--- config.mk ---
export PLATFORM = sky130hd
export DESIGN_NAME = alu_mc
export DESIGN_NICKNAME = d
export VERILOG_FILES = /design/src/rtl/alu_mc.sv
export SDC_FILE = /design/constraint.sdc
export NUM_CORES = 1
export LEC_CHECK = 0
export ABC_AREA = 1
export CAP_MARGIN = 10
export CORE_ASPECT_RATIO = 1.4
export CORE_UTILIZATION = 35
export CTS_BUF_LIST = sky130_fd_sc_hd__clkbuf_4 sky130_fd_sc_hd__clkbuf_8
export CTS_CLUSTER_SIZE = 28
export DETAILED_ROUTE_END_ITERATION = 7
export SLEW_MARGIN = 20
export SYNTH_ARGS = -nofsm -noshare
export SYNTH_HDL_FRONTEND = slang
export SYNTH_SLANG_ARGS = --single-unit
--- constraint.sdc ---
create_clock -name clk -period 4.2 [get_ports clk]
set_input_delay 0.84 -clock clk [delete_from_list [all_inputs] [get_ports clk]]
set_output_delay 0.84 -clock clk [all_outputs]
set_load 0.01 [all_outputs]
--- src/rtl/alu_mc.sv ---
// Multi-cycle ALU: one-cycle logic/arith/shift ops, iterative MUL and MOD.
// Valid/ready front end; results and flags held until the next completion.
module alu_mc #(
  parameter int WIDTH = 16
) (
  input  logic             clk,
  input  logic             rst,
  input  logic             in_valid,
  output logic             in_ready,
  input  logic [2:0]       select,
  input  logic [WIDTH-1:0] a,
  input  logic [WIDTH-1:0] b,
  output logic             out_valid,
  output logic [WIDTH-1:0] outalu,
  output logic             zero,
  output logic             carry,
  output logic             ovf,
  output logic             dz
);

  localparam int CNT_W = $clog2(WIDTH);
  localparam logic [CNT_W-1:0] LAST = CNT_W'(WIDTH - 1);

  typedef enum logic {
    IDLE,
    RUN
  } state_e;

  state_e           state_q;
  logic             is_mod_q;
  logic [WIDTH-1:0] a_q;
  logic [WIDTH-1:0] b_q;
  logic [WIDTH-1:0] acc_q;
  logic [WIDTH:0]   rem_q;
  logic [CNT_W-1:0] cnt_q;

  logic             out_valid_q;
  logic [WIDTH-1:0] outalu_q;
  logic             zero_q;
  logic             carry_q;
  logic             ovf_q;
  logic             dz_q;

  logic [WIDTH:0]   sum_d;
  logic [WIDTH:0]   diff_d;
  logic [WIDTH-1:0] res_d;
  logic             carry_d;
  logic             ovf_d;
  logic             long_op;

  logic [WIDTH-1:0] acc_d;
  logic [WIDTH:0]   rem_sh;
  logic [WIDTH:0]   rem_d;
  logic [WIDTH-1:0] fin_d;
  logic             last;

  assign in_ready  = (state_q == IDLE) && !rst;
  assign out_valid = out_valid_q;
  assign outalu    = outalu_q;
  assign zero      = zero_q;
  assign carry     = carry_q;
  assign ovf       = ovf_q;
  assign dz        = dz_q;

  // MUL always iterates; MOD iterates only for a non-zero divisor
  assign long_op = (select == 3'b110) ||
                   ((select == 3'b111) && (b != '0));

  // Single-cycle result; MOD-by-zero falls through to the all-ones default
  always_comb begin
    sum_d   = {1'b0, a} + {1'b0, b};
    diff_d  = {1'b0, a} - {1'b0, b};
    res_d   = '1;
    carry_d = 1'b0;
    ovf_d   = 1'b0;
    case (select)
      3'b000: begin
        res_d   = sum_d[WIDTH-1:0];
        carry_d = sum_d[WIDTH];
        ovf_d   = (a[WIDTH-1] == b[WIDTH-1]) &&
                  (sum_d[WIDTH-1] != a[WIDTH-1]);
      end
      3'b001: begin
        res_d   = diff_d[WIDTH-1:0];
        carry_d = diff_d[WIDTH];
        ovf_d   = (a[WIDTH-1] != b[WIDTH-1]) &&
                  (diff_d[WIDTH-1] != a[WIDTH-1]);
      end
      3'b010:  res_d = a & b;
      3'b011:  res_d = a | b;
      3'b100:  res_d = a << b;
      3'b101:  res_d = a >> b;
      default: res_d = '1;
    endcase
  end

  // One shift-add or restoring-division step per RUN cycle
  always_comb begin
    acc_d  = b_q[0] ? (acc_q + a_q) : acc_q;
    rem_sh = {rem_q[WIDTH-1:0], a_q[WIDTH-1]};
    rem_d  = rem_sh;
    if (rem_sh >= {1'b0, b_q}) begin
      rem_d = rem_sh - {1'b0, b_q};
    end
    fin_d = is_mod_q ? rem_d[WIDTH-1:0] : acc_d;
    last  = (cnt_q == LAST);
  end

  // Control FSM with registered result and flags
  always_ff @(posedge clk) begin
    if (rst) begin
      state_q     <= IDLE;
      is_mod_q    <= 1'b0;
      a_q         <= '0;
      b_q         <= '0;
      acc_q       <= '0;
      rem_q       <= '0;
      cnt_q       <= '0;
      out_valid_q <= 1'b0;
      outalu_q    <= '0;
      zero_q      <= 1'b1;
      carry_q     <= 1'b0;
      ovf_q       <= 1'b0;
      dz_q        <= 1'b0;
    end else begin
      out_valid_q <= 1'b0;
      case (state_q)
        IDLE: begin
          if (in_valid && in_ready) begin
            if (long_op) begin
              is_mod_q <= select[0];
              a_q      <= a;
              b_q      <= b;
              acc_q    <= '0;
              rem_q    <= '0;
              cnt_q    <= '0;
              state_q  <= RUN;
            end else begin
              outalu_q    <= res_d;
              zero_q      <= (res_d == '0);
              carry_q     <= carry_d;
              ovf_q       <= ovf_d;
              dz_q        <= (select == 3'b111);
              out_valid_q <= 1'b1;
            end
          end
        end
        RUN: begin
          a_q   <= a_q << 1;
          cnt_q <= cnt_q + CNT_W'(1);
          if (is_mod_q) begin
            rem_q <= rem_d;
          end else begin
            acc_q <= acc_d;
            b_q   <= b_q >> 1;
          end
          if (last) begin
            outalu_q    <= fin_d;
            zero_q      <= (fin_d == '0);
            carry_q     <= 1'b0;
            ovf_q       <= 1'b0;
            dz_q        <= 1'b0;
            out_valid_q <= 1'b1;
            cnt_q       <= '0;
            state_q     <= IDLE;
          end
        end
        default: state_q <= IDLE;
      endcase
    end
  end

endmodule
Yosys cells after proc, flatten, opt, wreduce, memory -nomap -nowiden
Index checks and enable logic that the tools add are counted.
- add/subtract/negate cells: 5
- order comparisons: 1
- eq/ne operators: 18
- shift operators: 2
- muxes and demuxes: 51
- bitwise logic cells: 3
- reduce and logical (&&, ||, !) cells: 16
- operators with widths (cell ; number):
    16-bit two-way mux ; 17
    16-bit case mux with 2 select lines ; 5
    16-bit case mux with 6 select lines ; 1
    16-bit logical NOT ; 2
    16-bit by 16-bit adder with 17-bit output ; 1
    17-bit by 16-bit greater-or-equal comparator with 1-bit output ; 1
    16-bit by 16-bit subtractor with 17-bit output ; 1
    16-bit adder ; 1
    16-bit bitwise AND ; 1
    1-bit two-way mux ; 16
    16-bit OR ; 1
    1-bit case mux with 2 select lines ; 8
    16-bit nonzero test ; 1
    16-bit by 16-bit << shifter with 16-bit output ; 1
    16-bit by 16-bit >> shifter with 16-bit output ; 1
    16-bit subtractor ; 1
    3-bit == test, second input constant ; 4
    4-bit two-way mux ; 3
    3-bit AND reduction ; 4
    4-bit case mux with 2 select lines ; 1
    3-bit by 2-bit == test with 1-bit output, second input constant ; 2
    2-bit by 1-bit inequality test with 1-bit output, second input constant ; 3
    2-bit inequality test, second input constant ; 3
    1-bit logical AND ; 5
    10 further kinds ; 12
- register bits: 91
- bits of input ports: 38
- output and inout port bits: 22

Depth between registers and ports, before layout
Gate-level depths: netlist of the first run.
- word-level depth: 7
- gate-level depth with buffers: 23
- mapped depth without buffers: 22

Worst setup path before layout of the first run
Ideal clock, no wire load.
- path type: in2reg
- from: input b[4]
- to: register zero_q (netlist: zero)
- data arrival time: 3.164 ns
- data required time: 4.142 ns
- slack: 0.978 ns
- stages on the path: 20
- path buffers: 2
- cell sequence: clkbuf_1 > clkinv_1 > ha_1 > buf_2 > inv_1 > o21ai_0 > or2_2 > nand2_1 > nand3_1 > o21ai_0 > nand3_1 > inv_1 > nand3_1 > nor2_1 > nand2_1 > nor2_1 > nand3_1 > nand2_1 > nand2_1 > nand2_1
- word-level cells in the longest chain between the ends: 6
- elaborated cells on any way between the ends: 16
- classes of those cells: add/sub (2); eq/ne (1); shift (2); mux (4); bitwise (2); reduce/logical (5)
- ends and longest elaborated chain (what ; line ; text):
    start, declared ; 12 ; input logic [WIDTH-1:0] b,
    16-bit by 16-bit subtractor with 17-bit output (tied with other cells) ; 72 ; diff_d = {1'b0, a} - {1'b0, b};
    16-bit case mux with 6 select lines ; 76 ; case (select)
    16-bit logical NOT ; 140 ; zero_q <= (res_d == '0);
    1-bit two-way mux ; 130 ; if (long_op) begin
    1-bit two-way mux ; 129 ; if (in_valid && in_ready) begin
    1-bit case mux with 2 select lines ; 127 ; case (state_q)
    end signal, assigned ; 140 ;
    end signal, assigned ; 159 ; zero_q <= (fin_d == '0);
    end, declared ; 39 ; logic zero_q;
Parallel ways exist; a longest one is shown, timed or not. The select of a mux whose other input is x is not followed.
A chain may end at the register's enable or synchronous reset.

Worst setup path in the final report of the first run
- from: input a[0]
- to: register zero_q (netlist: zero)
- word-level cells in the longest chain between the ends: 6
- elaborated cells on any way between the ends: 11
- classes of those cells: add/sub (2); shift (2); mux (4); bitwise (2); reduce/logical (1)
- ends and longest elaborated chain (what ; line ; text):
    start, declared ; 11 ; input logic [WIDTH-1:0] a,
    16-bit by 16-bit subtractor with 17-bit output (tied with other cells) ; 72 ;
    16-bit case mux with 6 select lines (*) ; 76 ;
    16-bit logical NOT (*) ; 140 ;
    1-bit two-way mux (*) ; 130 ;
    1-bit two-way mux (*) ; 129 ;
    1-bit case mux with 2 select lines (*) ; 127 ;
Every way passes the cells marked *; elsewhere a longest branch is shown, timed or not. The select of a mux whose other input is x is not followed.

==> qor.yml, run 1 <==
timing.rr.start: "a_q[0]"
drive_gt1_share_pct: 7.178
coreArea_mm2: 0.02683
synthDistinctLibCells: 59
critPathKind: "in -> reg"
n_antenna_cell: 0
htreeDepth: 3
finalPower_mw: 2.591
fin_crit_sh_pct: 90.21
layoutNonFillerInstCount: 2009
whs_ns: 0.4760
via_per_inst: 5.470
drv_cap: 0
grt_max_degree: 57
multi_input_area_mm2: 0.006689
globalplace.congestion: 0.9764
antenna_found_initial: 0
use_met1_pct: 31.54
clock.fmax_mhz: 263.9
routed_wl_mm: 38.83
crit_arrival_ns: 4.12
cts_buffers: 9
yosysSeqAreaShare_pct: 19.10
synthArstFlopShare_pct: 0
synth_ff_type: "dfxtp_1"
worst_slew_pin_slew_ns: 0.9583
cts_setup_buffers: 0
io_buffers: 59
synth_fp_nets: 1702
fp-row-count: 71
cts.clk_slew.worst_paths_ns: 0.09
finalInstanceArea_mm2: 0.01091
worst_setup_path_start_kind: "primary input"
run_status: "completed"
firstDrtPassIters: 6
grt_use_met2_pct: 50.34
place_hpwl_mm: 31.26
hold_buffers: 0
rsz0062_at_grt: "false"
areaGrowthSynthToFinish_pct: 14.34
r2r_cells: 17
grt_pass1_wl_mm: 59.55
place_area_mm2: 0.01074
critPathCaptureType: "register"
worstHoldPathType: "reg -> reg"
cts_tree: "done"
die_w_um: 141.5
layout_commonest_cell: "nand2_1"
p_per_area_mw_per_mm2: 237.5
initial_core_util_pct: 35.56
use_met3_pct: 1.964
dpl.cell_count: 1997
via_count: 10990
ir_drop_mv: 0.1532
yosys_warnings: 0
r2r_end: "zero"
ff_latch_area_mm2: 0.001823
clk_latency_ns: 0.38
dieArea_mm2: 0.02793
grt_pass1_vias: 10690
cts_root_buf: "clkbuf_8"
wl_per_cell_um: 19.33
post-place-ws_ns: 0.05264
drt_first_iter_violations: 1055
cts_resized: 0
whs_endpoint: "outalu[9]"
reg2reg_slack_ns: 1.19
hp-start: "outalu[9]"
clock_sinks: 91
drv_slew: 0
finalSetupViolCount: 0
synth-edff-count: 0
synthCells: 1580
crit_fanout: 4
clockBufferDepth: 2
fin_ws_ns: 0.4112
min_path_cells: 2
grt_use_total_pct: 28.24
cellLeakagePower_nw: 5.143
nFillCells: 2987
top_level_ports: 60
die_y_um: 197.3
ant_nets: 0
netlist_area_mm2: 0.009539
fin_crit_ns: 3.789
overflow: 0
avgSynthCellArea_um2: 6.037
postLayoutCoreUtil_pct: 40.65
fin_setup_tns_ns: 0
required_ns: 4.53
ys_ff_latch: 91
relSlewSlack_pct: 35.88
final_cell_mix: "399 x nand2_1, 193 x nand3_1, 179 x inv_1"
hold_viol: 0
drc: 0
fin_worst_skew_ns: 0.01102
nets: 1765
grt_busiest_layer: "met2"
==> synthesized netlist by cell type (3+ instances only) <==
cell	count	share of area [%]
nand2_1	399	16
nand3_1	193	10
inv_1	179	7.0
o21ai_0	119	6.2
nor2_1	117	4.6
a21oi_1	105	5.5
dfxtp_1	91	19
ha_1	80	10
clkbuf_1	35	1.4
a31oi_1	19	1.2
buf_2	19	1.0
xor2_1	18	1.7
nor3_1	17	0.89
o22ai_1	15	0.98
o21ai_1	13	0.68
nand2_2	12	0.79
o32ai_1	12	1.1
nand3b_1	9	0.71
nand4_1	9	0.59
o21bai_1	9	0.71
nand3_2	8	0.84
o211ai_1	8	0.63
xnor2_1	8	0.73
clkinv_1	7	0.28
a21o_1	5	0.39
a22oi_1	5	0.39
buf_1	5	0.20
inv_2	5	0.20
buf_4	4	0.31
fa_1	4	0.84
nor2_2	4	0.26
o221ai_1	4	0.37
or2_2	4	0.26
a211oi_1	3	0.24
o21a_1	3	0.24
==> area by class of cell <==
class,count,area share (%)
well taps,365,4.187
inverters,191,6.573
clock inverters,3,0.4015
clock buffers,9,1.136
multi-input cells,1231,61.33
repair buffers,119,9.659
flip-flops and latches,91,16.71
==> registers in the layout, summed over array words and instances (netlist names) <==
register and cells:
is_mod_q 1, rem_q 16, a_q 16, state_q 1, acc_q 16, outalu 16, out_valid 1, b_q 16
dz 1, cnt_q 4, carry 1, ovf 1, zero 1
==> power breakdown <==
part | switching, mW | total, mW | leakage [nW] | internal [mW]
sequential | 0.0267 | 0.922 | 0.739 | 0.896
clock | 0.321 | 0.583 | 0.0869 | 0.262
combinational | 0.719 | 1.09 | 4.32 | 0.367
total | 1.07 | 2.59 | 5.14 | 1.52
==> cells by family after synthesis <==
kind of cell,count (synthesis),share of synthesized area (%)
simple gates,788,36.29
fa+ha+maj,84,11.33
xor+xnor,26,2.387
compound gates,333,20.11
flops,91,19.10
buf+inv,258,10.78
==> critical path, stage by stage <==
cell             delay, ns
clkdlybuf4s50_1       0.57
inv_1                 0.17
ha_1                  0.27
fa_1                  0.41
nor2_1                0.16
o21ai_0               0.14
nand2_1               0.18
nand4_1               0.11
o211ai_1              0.12
xor2_1                0.16
nor2_1                0.05
nor3_1                0.36
nand3_1               0.20
nor2_1                0.13
nand3_1               0.08
nand2_1               0.06
nand2_1               0.05
nand2_1               0.04
==> worst max path at each step <==
stage,start,to
global route,a[0],zero
floorplan,b[4],zero
finish,a[0],zero
CTS,a[0],zero
global placement,a[0],zero
detailed placement,a[0],zero
==> metal layers <==
layer	vias up	part of all wire, %
met5	-	0
met4	0	7.4
met3	116	4.7
met2	402	49
met1	5096	39
li1	5375	-
(Power assumes the default switching activity.)
==> run 2: changes to the inputs <==
Settings changed: CTS_CLUSTER_SIZE 28 to default.
==> results of run 2 <==
Same layout as run 1: the final DEF is identical, and so are final timing and power.
